--- src/rtl/carrier_band_mixer.sv ---
`default_nettype none
// ============================================================================
// Module   : carrier_band_mixer
// Brief    : Snapshots carrier bands and envelope gains on each sample tick,
//            sums the weighted bands with one sequential MAC, then rounds,
//            scales and saturates to a signed 16-bit vocoder output sample.
// Revision : 1.0 - initial release
// ============================================================================
module carrier_band_mixer #(
    parameter int NUM_BANDS = 15,
    parameter int OUT_SHIFT = 4,
    parameter int ACC_WIDTH = 36
) (
    input  logic                        clk,
    input  logic                        rst,
    input  logic                        sample_tick,
    input  logic [NUM_BANDS-1:0][15:0]  carrier_bands,
    input  logic [NUM_BANDS-1:0]        valid_bus,
    input  logic [NUM_BANDS-1:0][15:0]  envelopes,
    input  logic [NUM_BANDS-1:0]        band_enable,
    input  logic                        clear_overrun,
    output logic signed [15:0]          mix_out,
    output logic                        mix_valid,
    output logic                        busy,
    output logic                        overrun
);

    localparam int IDX_W  = (NUM_BANDS > 1) ? $clog2(NUM_BANDS) : 1;
    localparam int C_FRAC = 16 + OUT_SHIFT;

    localparam logic [IDX_W-1:0] C_LAST_IDX = IDX_W'(NUM_BANDS - 1);

    localparam logic signed [ACC_WIDTH:0] C_ROUND_BIAS =
        {{ACC_WIDTH{1'b0}}, 1'b1} << (C_FRAC - 1);
    localparam logic signed [ACC_WIDTH:0] C_SAT_MAX =
        {{(ACC_WIDTH-15){1'b0}}, 16'h7FFF};
    localparam logic signed [ACC_WIDTH:0] C_SAT_MIN =
        {{(ACC_WIDTH-15){1'b1}}, 16'h8000};

    typedef enum logic [1:0] {
        ST_IDLE = 2'd0,
        ST_MAC  = 2'd1,
        ST_DONE = 2'd2
    } state_t;

    state_t                  r_state;
    state_t                  w_state_nxt;
    logic                    w_capture;
    logic                    w_mac_en;
    logic                    w_done;

    logic signed [15:0]      r_band [NUM_BANDS];
    logic        [15:0]      r_env  [NUM_BANDS];
    logic [NUM_BANDS-1:0]    r_valid_mask;
    logic signed [ACC_WIDTH-1:0] r_acc;
    logic [IDX_W-1:0]        r_idx;

    logic signed [15:0]      w_band_sel;
    logic        [15:0]      w_env_sel;
    logic                    w_term_valid;
    logic signed [32:0]      w_product;
    logic signed [ACC_WIDTH-1:0] w_term;
    logic signed [ACC_WIDTH:0]   w_rounded;
    logic signed [ACC_WIDTH:0]   w_shifted;
    logic signed [15:0]      w_sat;

    // ------------------------------------------------------------------------
    // Control FSM
    // ------------------------------------------------------------------------
    always_ff @(posedge clk or negedge rst) begin
        if (!rst) begin
            r_state <= ST_IDLE;
        end else begin
            r_state <= w_state_nxt;
        end
    end

    always_comb begin
        w_state_nxt = r_state;
        w_capture   = 1'b0;
        w_mac_en    = 1'b0;
        w_done      = 1'b0;
        case (r_state)
            ST_IDLE: begin
                if (sample_tick) begin
                    w_capture   = 1'b1;
                    w_state_nxt = ST_MAC;
                end
            end
            ST_MAC: begin
                w_mac_en = 1'b1;
                if (r_idx == C_LAST_IDX) begin
                    w_state_nxt = ST_DONE;
                end
            end
            ST_DONE: begin
                w_done      = 1'b1;
                w_state_nxt = ST_IDLE;
            end
            default: begin
                w_state_nxt = ST_IDLE;
            end
        endcase
    end

    assign busy = (r_state != ST_IDLE);

    // ------------------------------------------------------------------------
    // Input snapshot; only written on an accepted tick
    // ------------------------------------------------------------------------
    generate
        for (genvar gi = 0; gi < NUM_BANDS; gi++) begin : g_snap
            always_ff @(posedge clk or negedge rst) begin
                if (!rst) begin
                    r_band[gi] <= '0;
                    r_env[gi]  <= '0;
                end else if (w_capture) begin
                    r_band[gi] <= carrier_bands[gi];
                    r_env[gi]  <= envelopes[gi];
                end
            end
        end
    endgenerate

    always_ff @(posedge clk or negedge rst) begin
        if (!rst) begin
            r_valid_mask <= '0;
        end else if (w_capture) begin
            r_valid_mask <= valid_bus & band_enable;
        end
    end

    // ------------------------------------------------------------------------
    // Multiply-accumulate datapath
    // ------------------------------------------------------------------------
    always_comb begin
        w_band_sel   = r_band[r_idx];
        w_env_sel    = r_env[r_idx];
        w_term_valid = r_valid_mask[r_idx];
        // Gain is unsigned Q0.16, so widen with a zero sign bit before multiply
        w_product    = 33'(w_band_sel) * 33'($signed({1'b0, w_env_sel}));
        w_term       = w_term_valid ? ACC_WIDTH'(w_product) : '0;
    end

    always_ff @(posedge clk or negedge rst) begin
        if (!rst) begin
            r_acc <= '0;
            r_idx <= '0;
        end else if (w_capture) begin
            r_acc <= '0;
            r_idx <= '0;
        end else if (w_mac_en) begin
            r_acc <= r_acc + w_term;
            r_idx <= r_idx + IDX_W'(1);
        end
    end

    // ------------------------------------------------------------------------
    // Round half up, scale, saturate
    // ------------------------------------------------------------------------
    always_comb begin
        w_rounded = $signed({r_acc[ACC_WIDTH-1], r_acc}) + C_ROUND_BIAS;
        w_shifted = w_rounded >>> C_FRAC;
        if (w_shifted > C_SAT_MAX) begin
            w_sat = 16'sh7FFF;
        end else if (w_shifted < C_SAT_MIN) begin
            w_sat = -16'sh8000;
        end else begin
            w_sat = w_shifted[15:0];
        end
    end

    always_ff @(posedge clk or negedge rst) begin
        if (!rst) begin
            mix_out   <= '0;
            mix_valid <= 1'b0;
        end else begin
            mix_valid <= w_done;
            if (w_done) begin
                mix_out <= w_sat;
            end
        end
    end

    // A dropped tick must win over a simultaneous clear so it is never lost
    always_ff @(posedge clk or negedge rst) begin
        if (!rst) begin
            overrun <= 1'b0;
        end else if (sample_tick && (r_state != ST_IDLE)) begin
            overrun <= 1'b1;
        end else if (clear_overrun) begin
            overrun <= 1'b0;
        end
    end

endmodule
`default_nettype wire

--- config.mk ---
export PLATFORM = sky130hd
export DESIGN_NAME = carrier_band_mixer
export DESIGN_NICKNAME = d
export VERILOG_FILES = /design/src/rtl/carrier_band_mixer.sv
export SDC_FILE = /design/constraint.sdc
export NUM_CORES = 2
export LEC_CHECK = 0
export BUFFER_PORTS_ARGS = -buffer_cell sky130_fd_sc_hd__buf_4
export CAP_MARGIN = 5
export CORE_MARGIN = 2
export CORE_UTILIZATION = 63
export CTS_CLUSTER_DIAMETER = 40
export DETAILED_ROUTE_END_ITERATION = 8
export PLACE_DENSITY = 0.95
export SYNTH_ARGS = -nofsm -noshare
export SYNTH_HDL_FRONTEND = slang
export SYNTH_SLANG_ARGS = --single-unit
--- constraint.sdc ---
create_clock -name clk -period 16.86 [get_ports clk]
set_input_delay 5.058 -clock clk [delete_from_list [all_inputs] [get_ports clk]]
set_output_delay 5.058 -clock clk [all_outputs]
set_load 0.05 [all_outputs]
# After elaboration in Yosys (flattened, before gate mapping)
# Cells that the tools add are included.
[word_totals]
register_bits = 555
latch_bits = 0
mem_bits_rw = 0
mem_bits_ro = 0
inputBits = 514
word_cells = 82
n_memories = 0
[classes]
n_addsub = 3
n_mul = 1
div_mod_pow = 0
magnitude_cmp = 4
n_eq_ne = 5
shifts = 0
muxes = 24
bitwise = 2
n_reduce_logical = 6
[op_table]
columns = ["op", "count"]
rows = [
  ["binary-select mux 16 bit (select 4 bit)", 2],
  ["2-to-1 mux 36 bit", 3],
  ["2-to-1 mux 16 bit", 6],
  ["adder 36 x 21 -> 37 bit (second input constant)", 1],
  ["adder 36 bit", 1],
  ["multiplier 16 x 17 -> 33 bit", 1],
  ["greater-than comparator 17 x 16 -> 1 bit (second input constant)", 1],
  ["less-than comparator 17 x 16 -> 1 bit (second input constant)", 1],
  ["AND 15 bit", 1],
  ["2-to-1 mux 4 bit", 2],
  ["2-to-1 mux 1 bit", 7],
  ["nonzero test 2 bit", 3],
  ["greater-or-equal comparator 5 bit (second input constant)", 1],
  ["less-than comparator 4 x 5 -> 1 bit (second input constant)", 1],
  ["inverter 4 -> 5 bit", 1],
  ["adder 4 x 1 -> 4 bit (second input constant)", 1],
  ["binary-select mux 1 bit (select 4 bit)", 1],
  ["== test 4 bit (second input constant)", 1],
  ["2-to-1 mux 2 bit", 2],
  ["inequality test 2 bit (second input constant)", 2],
  ["one-hot mux 2 bit (2 select lines)", 1],
  ["== test 2 x 1 -> 1 bit (second input constant)", 1],
  ["== test 2 bit (second input constant)", 1],
  ["logical NOT 2 bit", 1],
  ["2 further kinds", 2],
]

# Depth between registers and ports, before layout
[logic_depth]
depth_word = 9
depth_mapped = 43
depth_no_buf = 38

# Worst setup path before layout
# No wires, ideal clock.
[synth_timing]
path_kind = "register to register"
startpoint = "register r_idx[1]"
endpoint = "register r_acc[35]"
setup_time_ns = 0.076
arrival_time_ns = 9.089
slack_ns = 7.694
stages_incl_launch_ff = 40
n_path_buf = 5
synth_period_minus_slack_ns = 9.166
path_cell_list = "dfrtp_1 > buf_2 > buf_2 > buf_4 > clkbuf_1 > mux4_2 > nand2_1 > nand2_1 > o21ai_1 > buf_2 > nor2_1 > fa_1 > inv_1 > fa_1 > fa_1 > inv_1 > fa_1 > fa_1 > [... 4 more ...] > a21o_1 > a21o_1 > a21oi_1 > o21ai_1 > a2111o_1 > a31oi_1 > xor2_1 > nor2_1 > ha_1 > nand3_1 > or3_1 > o211ai_1 > nor2b_1 > o31ai_1 > a32oi_1 > nand3_1 > a211o_1 > o21ai_1"
[synth_via]
elab_chain_len = 9
word_cells_on_any_way = 14
[synth_rtl]
columns = ["item", "line_no", "rtl"]
rows = [
  ["start: declaration", "56", "logic [IDX_W-1:0] r_idx;"],
  ["start signal: assignment", "154", "r_idx <= r_idx + IDX_W'(1);"],
  ["inverter 4 -> 5 bit (not written as such)", "137, 138", ""],
  ["binary-select mux 16 bit (select 4 bit), on equally long branches", "137, 138", ""],
  ["2-to-1 mux 16 bit, on equally long branches (2 in a row)", "137, 138", ""],
  ["multiplier 16 x 17 -> 33 bit", "141", "w_product = 33'(w_band_sel) * 33'($signed({1'b0, w_env_sel}));"],
  ["2-to-1 mux 36 bit *", "142", "w_term = w_term_valid ? ACC_WIDTH'(w_product) : '0;"],
  ["adder 36 bit *", "153", "r_acc <= r_acc + w_term;"],
  ["2-to-1 mux 36 bit *", "152", "end else if (w_mac_en) begin"],
  ["2-to-1 mux 36 bit *", "149", "end else if (w_capture) begin"],
  ["end signal: assignment", "153", ""],
  ["end: declaration", "55", "logic signed [ACC_WIDTH-1:0] r_acc;"],
]
# Mark *: on every way between the ends. The rest lies on a longest branch, timed or not. The select of a mux whose other input is x is not followed.
# A chain may end at the register's enable or synchronous reset.

# Worst setup path after layout
# Same ends and word-level chain as after synthesis.

==> impl_metrics.csv <==
group,metric,value,unit
hold_path,hp-start,"r_env[78]",
clock_tree,cts_setup_buffers,0,
clock_tree,clk_root_buffer_cell,"clkbuf_16",
worst_setup_path,rrSetupSlack,4.76,ns
global_route,grt_max_degree,237,
yosys,synth_async_sr_flop_share,1.00,
global_route,met2_usage,0.698,
timing,skew,0.0689,ns
clock_tree,cts_buffer_depth,3,
yosys,synth-edff-count,0,
status,status,"finished clean",
worst_setup_path,r2r_start,"r_idx[1]",
timing,fmax,82.6,MHz
timing,relSlewSlack,0.0952,
clock_tree,path_clk_slew,0.06,ns
worst_setup_path,critPathRequiredTime,17.44,ns
floorplan,row_count,87,
global_route,grt.busiest_layer,"met2",
timing,min_period,12.10,ns
clock_tree,htreeDepth,3,
worst_setup_path,cp-startpoint,"r_idx[1]",
placement,place_congestion,0.976,
placement,io_buffer_count,532,
finish,drive_gt1_frac,0.196,
timing,hold_viol_final,0,
worst_setup_path,critPathKind,"reg2reg",
worst_setup_path,crit_slowest_cell,"o21ai_1",
placement,hpwl,85.8,mm
run,drv_cap,0,
timing,tns,0,ns
route,drtPass1Iterations,9,
hold_path,whs_endpoint,"r_env[78]",
clock_tree,cts_resized,0,
finish,syn_to_final_growth,20.4,%
timing,rsz0062_at_grt,"no",
timing,drv_slew,0,
route,routedWlPerCell,26.2,um
route,drtAntennaViolNets,0,
clock_tree,clk_latency,0.69,ns
clock_tree,cts-hold-fix-buffers,0,
finish,fillers,3162,
clock_tree,cts.sinks,555,
global_route,grt_pass1_vias,35700,
hold_path,hold_depth,2,
floorplan,boundaryPins,533,
global_route,use_met1,0.533,
global_route,met3_usage,0.175,
floorplan,die_w,242,um
finish,most-common-layout-cells,"1,656 x nand2_1, 563 x buf_4, 551 x dfrtp_1, 279 x inv_1, 202 x nor2_1",
yosys,synthesis.area,0.0356,mm^2
global_route,antenna_found_initial,26,
worst_setup_path,r2r_cells,36,
floorplan,start_util,0.635,
yosys,ys_warn_count,0,
finish,finalNonFillerCells,5298,
finish,layout_commonest_cell,"nand2_1",
hold_path,hold_class,"reg2reg",
yosys,synth-seq-cells,555,
yosys,ys_types,80,
global_route,grt_pass1_wl,208,mm
route,drc,0,
global_route,grtUsageTotal,0.470,
clock_tree,numCtsBuffers,78,
yosys,synth_fp_nets,4891,
timing,setup_viol,0,
yosys,yosys_most_used_dff,"dfrtp_1",
floorplan,die_h,242,um
finish,nets,5327,
worst_setup_path,cp_top_family,"adder cells",
route,drt-initial-drc-count,5414,
global_route,gr-total-overflow,0,
worst_setup_path,startpoint_type,"flop",
worst_setup_path,cpMostUsedCell,"fa_1",
worst_setup_path,cp.buffers_inverters,6,
timing,fin_crit_sh,0.718,
worst_setup_path,end_kind,"flop",
yosys,synth_area_per_cell,8.85,um^2
worst_setup_path,max_stage_delay,1.03,ns
clock_tree,cts_tree,"built",
route,vias,34800,
yosys,synth-seq-area-share,0.390,
route,wirelength,139,mm
worst_setup_path,r2r-end,"r_acc[35]",
yosys,synthCells,4022,
worst_setup_path,critical_path_arrival,12.68,ns
route,via_per_inst,6.56,
floorplan,die_area,0.0584,mm^2
floorplan,core-area,0.0561,mm^2
worst_setup_path,cp_max_fo,57,
placement,place_inst,5133,
timing,worstMarginPinSlew,1.35,ns
timing,hold_slack,0.472,ns
state kept, by name, indices dropped and copies added, names as in the netlist:
signal        count
mix_out          16
r_band          240
overrun           1
r_acc            36
mix_valid         1
r_idx             4
r_env           240
r_state           2
r_valid_mask     15
layout make-up:
type / instances / area, um^2 / area share
multi-input combinational: 2962 / 19700 / 0.461
sequential: 555 / 13900 / 0.324
clock buffer: 93 / 2090 / 0.0487
tap: 756 / 946 / 0.0221
inverter: 293 / 1100 / 0.0257
clock inverter: 49 / 712 / 0.0166
antenna: 22 / 55.1 / 0.00128
timing repair buffer: 568 / 4310 / 0.101
per-stage QoR:
stage | utilization | worst slack, ns | instance area, um^2
after floorplan | - | 7.69 | 35600
after global placement | 0.713 | 5.56 | 40000
after detailed placement | 0.713 | 5.34 | 40000
after CTS | 0.763 | 5.15 | 42800
after global routing | 0.764 | 4.36 | 42800
final | 0.764 | 4.76 | 42800
Yosys cell counts (14+ instances only):
master / instances / area share
ha_1: 160 / 0.056
inv_1: 279 / 0.029
mux2_2: 22 / 0.0070
o21a_1: 15 / 0.0032
nand3_1: 61 / 0.0086
a221oi_1: 17 / 0.0042
nor2_1: 202 / 0.021
buf_2: 26 / 0.0037
nand2_1: 1657 / 0.17
xor2_1: 25 / 0.0062
nand2b_1: 35 / 0.0062
a21o_1: 35 / 0.0074
nor2b_1: 19 / 0.0033
clkbuf_1: 164 / 0.017
a21oi_1: 77 / 0.011
o21ai_1: 37 / 0.0052
dfrtp_1: 555 / 0.39
mux4_2: 110 / 0.070
or2_2: 14 / 0.0025
fa_1: 195 / 0.11
xnor2_1: 39 / 0.0096
o21ai_0: 70 / 0.0098
cells by family after synthesis:
family / Yosys count / synth area share
AO/OA/AOI/OAI: 337 / 0.0611
XOR/XNOR: 64 / 0.0158
adder cells (fa/ha/maj): 355 / 0.166
buffers and inverters: 505 / 0.0557
flip-flops: 555 / 0.390
multiplexers: 146 / 0.0806
AND/OR/NAND/NOR: 2060 / 0.231
layer usage:
layer | share of wire | wire length (um)
met1 | 0.31 | 42600
met2 | 0.43 | 59800
met3 | 0.14 | 19600
met4 | 0.12 | 16900
met5 | 0.00063 | 88
how the worst max path moves through the flow:
stage                endpoint  slack, ns  depth (start not counted)
floorplan           r_acc[35]       7.69                         39
global placement    r_acc[35]       5.56                         36
detailed placement  r_acc[35]       5.34                         36
CTS                 r_acc[35]       5.15                         36
global route        r_acc[35]       4.36                         37
finish              r_acc[35]       4.76                         36
worst register-to-register path, delay by kind of cell, from the launching register on:
family,cells,cell delay (ns)
AO/OA/AOI/OAI,12,3.53
AND/OR/NAND/NOR,8,1.39
multiplexers,1,0.44
buffers and inverters,6,1.91
adder cells (fa/ha/maj),8,3.78
XOR/XNOR,1,0.18
flip-flops,1,0.78
Power is left out: the tool's default activity adds up to more than one toggle a clock period on the data nets, which glitch-free logic cannot reach.
